===== src/rtl/vga_ctrl_if.sv =====
// Pixel-side bundle of the VGA timing controller: the request to the picture
// stage, the pixel coming back from it, and the signals driven to the DAC.
interface vga_ctrl_if;
  logic [15:0] pix_data;
  logic [9:0]  pix_x;
  logic [9:0]  pix_y;
  logic        hsync;
  logic        vsync;
  logic [15:0] rgb;
  logic        rgb_valid;
  logic        frame_start;

  modport master (
    input  pix_data,
    output pix_x, pix_y, hsync, vsync, rgb, rgb_valid, frame_start
  );

  modport slave (
    output pix_data,
    input  pix_x, pix_y, hsync, vsync, rgb, rgb_valid, frame_start
  );
endinterface


===== src/rtl/vga_ctrl.sv =====
// VGA raster timing: free-running line/frame counters with all sync, request
// and valid windows decoded from the registered counters.
module vga_ctrl #(
  parameter int H_SYNC   = 96,
  parameter int H_BACK   = 40,
  parameter int H_LEFT   = 8,
  parameter int H_VALID  = 640,
  parameter int H_RIGHT  = 8,
  parameter int H_FRONT  = 8,
  parameter int H_TOTAL  = 800,
  parameter int V_SYNC   = 2,
  parameter int V_BACK   = 25,
  parameter int V_TOP    = 8,
  parameter int V_VALID  = 480,
  parameter int V_BOTTOM = 8,
  parameter int V_FRONT  = 2,
  parameter int V_TOTAL  = 525
) (
  input  logic        vga_clk,
  input  logic        sys_rst_n,
  vga_ctrl_if.master  vga
);

  localparam logic [9:0] H_LAST      = 10'(H_TOTAL - 1);
  localparam logic [9:0] V_LAST      = 10'(V_TOTAL - 1);
  localparam logic [9:0] H_SYNC_LAST = 10'(H_SYNC - 1);
  localparam logic [9:0] V_SYNC_LAST = 10'(V_SYNC - 1);
  localparam logic [9:0] H_ACT_START = 10'(H_SYNC + H_BACK + H_LEFT);
  localparam logic [9:0] H_ACT_END   = 10'(H_SYNC + H_BACK + H_LEFT + H_VALID);
  localparam logic [9:0] H_REQ_START = 10'(H_SYNC + H_BACK + H_LEFT - 1);
  localparam logic [9:0] H_REQ_END   = 10'(H_SYNC + H_BACK + H_LEFT + H_VALID - 1);
  localparam logic [9:0] V_ACT_START = 10'(V_SYNC + V_BACK + V_TOP);
  localparam logic [9:0] V_ACT_END   = 10'(V_SYNC + V_BACK + V_TOP + V_VALID);

  // Catch inconsistent overrides at elaboration rather than as a skewed raster.
  if (H_SYNC + H_BACK + H_LEFT + H_VALID + H_RIGHT + H_FRONT != H_TOTAL) begin : g_h_total_check
    $error("vga_ctrl: horizontal segments do not sum to H_TOTAL");
  end
  if (V_SYNC + V_BACK + V_TOP + V_VALID + V_BOTTOM + V_FRONT != V_TOTAL) begin : g_v_total_check
    $error("vga_ctrl: vertical segments do not sum to V_TOTAL");
  end

  logic [9:0] cnt_h;
  logic [9:0] cnt_v;

  // NOTE: counters use non-blocking assignments and an asynchronous clear so a
  // mid-frame reset restarts timing immediately, without waiting for a clock.
  always_ff @(posedge vga_clk or negedge sys_rst_n) begin
    if (!sys_rst_n) begin
      cnt_h <= '0;
      cnt_v <= '0;
    end else if (cnt_h == H_LAST) begin
      cnt_h <= '0;
      cnt_v <= (cnt_v == V_LAST) ? '0 : cnt_v + 10'd1;
    end else begin
      cnt_h <= cnt_h + 10'd1;
    end
  end

  logic h_req;
  logic h_act;
  logic v_act;
  logic req;

  assign h_req = (cnt_h >= H_REQ_START) && (cnt_h < H_REQ_END);
  assign h_act = (cnt_h >= H_ACT_START) && (cnt_h < H_ACT_END);
  assign v_act = (cnt_v >= V_ACT_START) && (cnt_v < V_ACT_END);
  assign req   = h_req && v_act;

  // NOTE: every timing output is a pure decode of the two counters; only rgb
  // looks at pix_data, so sync and request timing never depend on the picture.
  assign vga.hsync       = (cnt_h <= H_SYNC_LAST);
  assign vga.vsync       = (cnt_v <= V_SYNC_LAST);
  assign vga.rgb_valid   = h_act && v_act;
  assign vga.frame_start = (cnt_h == '0) && (cnt_v == '0);
  assign vga.pix_x       = req ? (cnt_h - H_REQ_START) : 10'h3FF;
  assign vga.pix_y       = req ? (cnt_v - V_ACT_START) : 10'h3FF;
  assign vga.rgb         = vga.rgb_valid ? vga.pix_data : 16'h0000;

endmodule


===== src/flat_wrapper.sv =====
// flat-port wrapper written by rule: the top's interface ports become plain ports
module vga_ctrl_flat 
#(
  parameter int H_SYNC   = 96,
  parameter int H_BACK   = 40,
  parameter int H_LEFT   = 8,
  parameter int H_VALID  = 640,
  parameter int H_RIGHT  = 8,
  parameter int H_FRONT  = 8,
  parameter int H_TOTAL  = 800,
  parameter int V_SYNC   = 2,
  parameter int V_BACK   = 25,
  parameter int V_TOP    = 8,
  parameter int V_VALID  = 480,
  parameter int V_BOTTOM = 8,
  parameter int V_FRONT  = 2,
  parameter int V_TOTAL  = 525
)
  (vga_clk, sys_rst_n, vga_pix_data, vga_pix_x, vga_pix_y, vga_hsync, vga_vsync, vga_rgb, vga_rgb_valid, vga_frame_start);
  vga_ctrl_if vga_i ();
  input  logic vga_clk;
  input  logic sys_rst_n;
  input wire logic [$bits(vga_i.pix_data)-1:0] vga_pix_data;
  output wire logic [$bits(vga_i.pix_x)-1:0] vga_pix_x;
  output wire logic [$bits(vga_i.pix_y)-1:0] vga_pix_y;
  output wire logic [$bits(vga_i.hsync)-1:0] vga_hsync;
  output wire logic [$bits(vga_i.vsync)-1:0] vga_vsync;
  output wire logic [$bits(vga_i.rgb)-1:0] vga_rgb;
  output wire logic [$bits(vga_i.rgb_valid)-1:0] vga_rgb_valid;
  output wire logic [$bits(vga_i.frame_start)-1:0] vga_frame_start;
  assign vga_i.pix_data = vga_pix_data;
  assign vga_pix_x = vga_i.pix_x;
  assign vga_pix_y = vga_i.pix_y;
  assign vga_hsync = vga_i.hsync;
  assign vga_vsync = vga_i.vsync;
  assign vga_rgb = vga_i.rgb;
  assign vga_rgb_valid = vga_i.rgb_valid;
  assign vga_frame_start = vga_i.frame_start;
  vga_ctrl #(.H_SYNC(H_SYNC), .H_BACK(H_BACK), .H_LEFT(H_LEFT), .H_VALID(H_VALID), .H_RIGHT(H_RIGHT), .H_FRONT(H_FRONT), .H_TOTAL(H_TOTAL), .V_SYNC(V_SYNC), .V_BACK(V_BACK), .V_TOP(V_TOP), .V_VALID(V_VALID), .V_BOTTOM(V_BOTTOM), .V_FRONT(V_FRONT), .V_TOTAL(V_TOTAL)) u_core (.vga_clk(vga_clk), .sys_rst_n(sys_rst_n), .vga(vga_i));
endmodule

===== config.mk =====
export PLATFORM = sky130hd
export DESIGN_NAME = vga_ctrl_flat
export DESIGN_NICKNAME = d
export VERILOG_FILES = /design/src/rtl/vga_ctrl_if.sv /design/src/rtl/vga_ctrl.sv /design/src/flat_wrapper.sv
export SDC_FILE = /design/constraint.sdc
export NUM_CORES = 1
export LEC_CHECK = 0
export ABC_CLOCK_PERIOD_IN_PS = 4600
export BUFFER_PORTS_ARGS = -buffer_cell sky130_fd_sc_hd__buf_2
export CORE_MARGIN = 4
export CORE_UTILIZATION = 50
export DETAILED_ROUTE_END_ITERATION = 8
export MAX_ROUTING_LAYER = met4
export PLACE_DENSITY = 0.82
export SYNTH_ARGS = -nofsm -noshare
export SYNTH_HDL_FRONTEND = slang
export SYNTH_SLANG_ARGS = --single-unit

===== constraint.sdc =====
create_clock -name vga_clk -period 4.6 [get_ports vga_clk]
set_input_delay 0.69 -clock vga_clk [delete_from_list [all_inputs] [get_ports vga_clk]]
set_output_delay 0.69 -clock vga_clk [all_outputs]
set_load 0.01 [all_outputs]

==> results.yml <==
outcome:
  outcome: "finished, final reports clean"
clocking:
  clock_path_buffers: 2
  cts-root-buf: "clkbuf_4"
  hold_buffers: 0
  postCtsSetupBuffers: 0
  cts_buffers: 3
  tritoncts: "yes"
  clock_latency_ns: 0.31
  clk_pin_slew_ns: 0.12
  htree_num_levels: 1
  post_cts.resized_instances: 0
  clock_sinks: 20
worst_hold_path:
  min_path_type: "in2async"
synthesis:
  ys_seq_area_frac: 0.286
  synthFlopType: "dfrtp_1"
  synth_cells: 208
  syn_area_um2: 1750
  async_flop_share: 1.00
  yosys_register_bits: 20
  yosysUniqueCellTypes: 47
  synth-edff-count: 0
  synth_area_per_cell_um2: 8.41
  syn_nets: 232
  yosys_warnings: 0
final_layout:
  multi_input_area_um2: 1070
  mostFrequentLayoutCells: "buf_2, nand3_1, and3_1"
  syn_to_final_growth_pct: 13.4
  diodes: 0
  fillers: 322
  final_common_cell: "buf_2"
  utilization: 0.590
  seqCellArea_um2: 500
  drive_gt1_frac: 0.286
  layout.nets: 273
floorplanning:
  io_pins: 58
  die_area_um2: 4510
  die_w_um: 67.1
  placementRows: 21
  start_util: 0.520
  die_height_um: 67.1
  coreArea_um2: 3360
sta:
  setup_violations: 0
  finalCriticalPeriod_ns: 3.61
  timing.final.crit_share: 0.784
  tightest_slew_ns: 1.00
  fin_tns_setup_ns: 0
  max-slew-margin-rel: 0.331
  hold_viol_final: 0
  maxSlewViolCount: 0
  grt_setup_unrepaired: "no"
  fin_skew_ns: 0.00318
  fmax_mhz: 277
pwr:
  p_per_area_nw_per_um2: 146
  power_frac_clock: 0.360
  peakVddDrop_mv: 0.102
  netSwitchingFraction: 0.211
  internal-power_mw: 0.229
  p_seq_frac: 0.605
  power_frac_comb: 0.035
  leakagePower_nw: 0.978
  switchingPower_mw: 0.0614
routing:
  drt_first_pass_iters: 4
  viasPerCell: 5.65
  drt_iter0_drc: 91
  routedWlPerCell_um: 13.9
  totalWireLength_um: 4090
  vias: 1662
  drtAntennaViolNets: 0
  drc: 0
setup_path:
  timing.rr.start: "u_core.cnt_h[7]"
  critical_path_arrival_ns: 2.92
  cp_max_fo: 37
  r2r_slack_ns: 2.32
  worstSetupPathType: "reg2out"
  cp.required_ns: 3.91
  rr_worst_depth: 4
  r2r-end: "u_core.cnt_v[4]"
  startpoint_type: "flip-flop"
  endpoint_kind: "primary output"
grt:
  grt_pass1_wl_um: 6590
  track_usage: 0.194
  first_global_vias: 1425
  grt_antenna_before_repair: 0
  grt_max_degree: 38
  grt_overflow: 0
run:
  maxCapViolCount: 0
placed_design:
  dpl.hpwl_um: 2970
  io_buffers: 57
  place.gp.congestion: 0.802
## cells in the mapped netlist, types with 2 or more instances
cell       n  area share
buf_2      5       0.014
ha_1       6       0.043
and3_1    24       0.086
nand4_1    7       0.025
a21oi_1    6       0.017
nor2_1    13       0.028
dfrtp_1   20        0.29
nand3b_1   4       0.017
nor4_1     5       0.018
nor3_1     2      0.0057
nand2_1   11       0.024
o21ai_0    7       0.020
or3_1      3       0.011
buf_6      7       0.045
o211ai_1   2      0.0086
xnor2_1   12       0.060
inv_1      8       0.017
buf_4      2      0.0086
nand3_1   26       0.074
clkbuf_1   6       0.013
o31ai_1    2      0.0086
xor2_1     5       0.025
## worst max-delay path, cell delays in order (launching register included)
cell	delay (ns)
dfrtp_1	0.47
ha_1	0.33
nor4_1	0.34
and3_1	0.22
o22a_1	0.81
o2111ai_1	0.24
buf_2	0.20
## metrics by stage
stage / power [mW] / worst slack [ns] / cells / area [µm²] / hold slack (ns)
final: 0.291 / 0.993 / 294 / 1980 / 0.318
after global routing: 0.302 / 0.703 / 294 / 1980 / 0.340
after CTS: 0.293 / 1.01 / 294 / 1980 / 0.327
after detailed placement: 0.190 / 1.37 / 290 / 1950 / 0.523
after global placement: 0.189 / 1.37 / 290 / 1950 / 0.513
after floorplan: 0.179 / 2.16 / 208 / 1750 / 0.394
## kinds of logic (layout without fill, tap and decap cells)
kind of cell	Yosys count	count (layout)	share of synthesized area
AOI/OAI and AO/OA	27	27	0.117
xor gates and xnor gates	17	17	0.0851
adders and majority gates	6	6	0.0429
buffers and inverters	29	69	0.100
DFF	20	20	0.286
muxes	2	2	0.0122
and+or+nand+nor	107	107	0.356
## registers in the layout (all words and copies together) (netlist names)
register,flops
u_core.cnt_h,10
u_core.cnt_v,10
## final cells by class
type	instances	area share
Timing Repair Buffer	57	0.144
Sequential cell	20	0.252
Clock buffer	4	0.0183
Inverter	8	0.0151
Multi-Input combinational cell	159	0.541
Tap cell	46	0.0290
## worst max path at each step
stage,startpoint,end,slack (ns),depth (start not counted)
global route,u_core.cnt_v[0],vga_pix_x[6],0.70,6
finish,u_core.cnt_v[0],vga_pix_x[6],0.99,6
CTS,u_core.cnt_v[0],vga_pix_x[6],1.01,6
detailed placement,u_core.cnt_v[0],vga_pix_x[6],1.37,6
floorplan,u_core.cnt_v[0],vga_rgb[10],2.16,7
global placement,u_core.cnt_v[0],vga_pix_x[6],1.37,6
## power groups by stage
| stage | combinational (mW) | clock (mW) | sequential [mW] |
|---|---|---|---|
| floorplan | 0.0000931 | 0 | 0.179 |
| global placement | 0.0103 | 0 | 0.179 |
| global route | 0.0116 | 0.114 | 0.176 |
| detailed placement | 0.0106 | 0 | 0.179 |
| finish | 0.0103 | 0.105 | 0.176 |
| CTS | 0.0107 | 0.106 | 0.176 |
## metal layers
metal	global-route usage	wire length, µm	vias up
met4	0.0481	47	0
met5	-	0	-
met3	0.0250	410	5
li1	-	-	822
met1	0.237	1750	761
met2	0.337	1880	74
No activity file was read; power rests on OpenSTA's default activity.
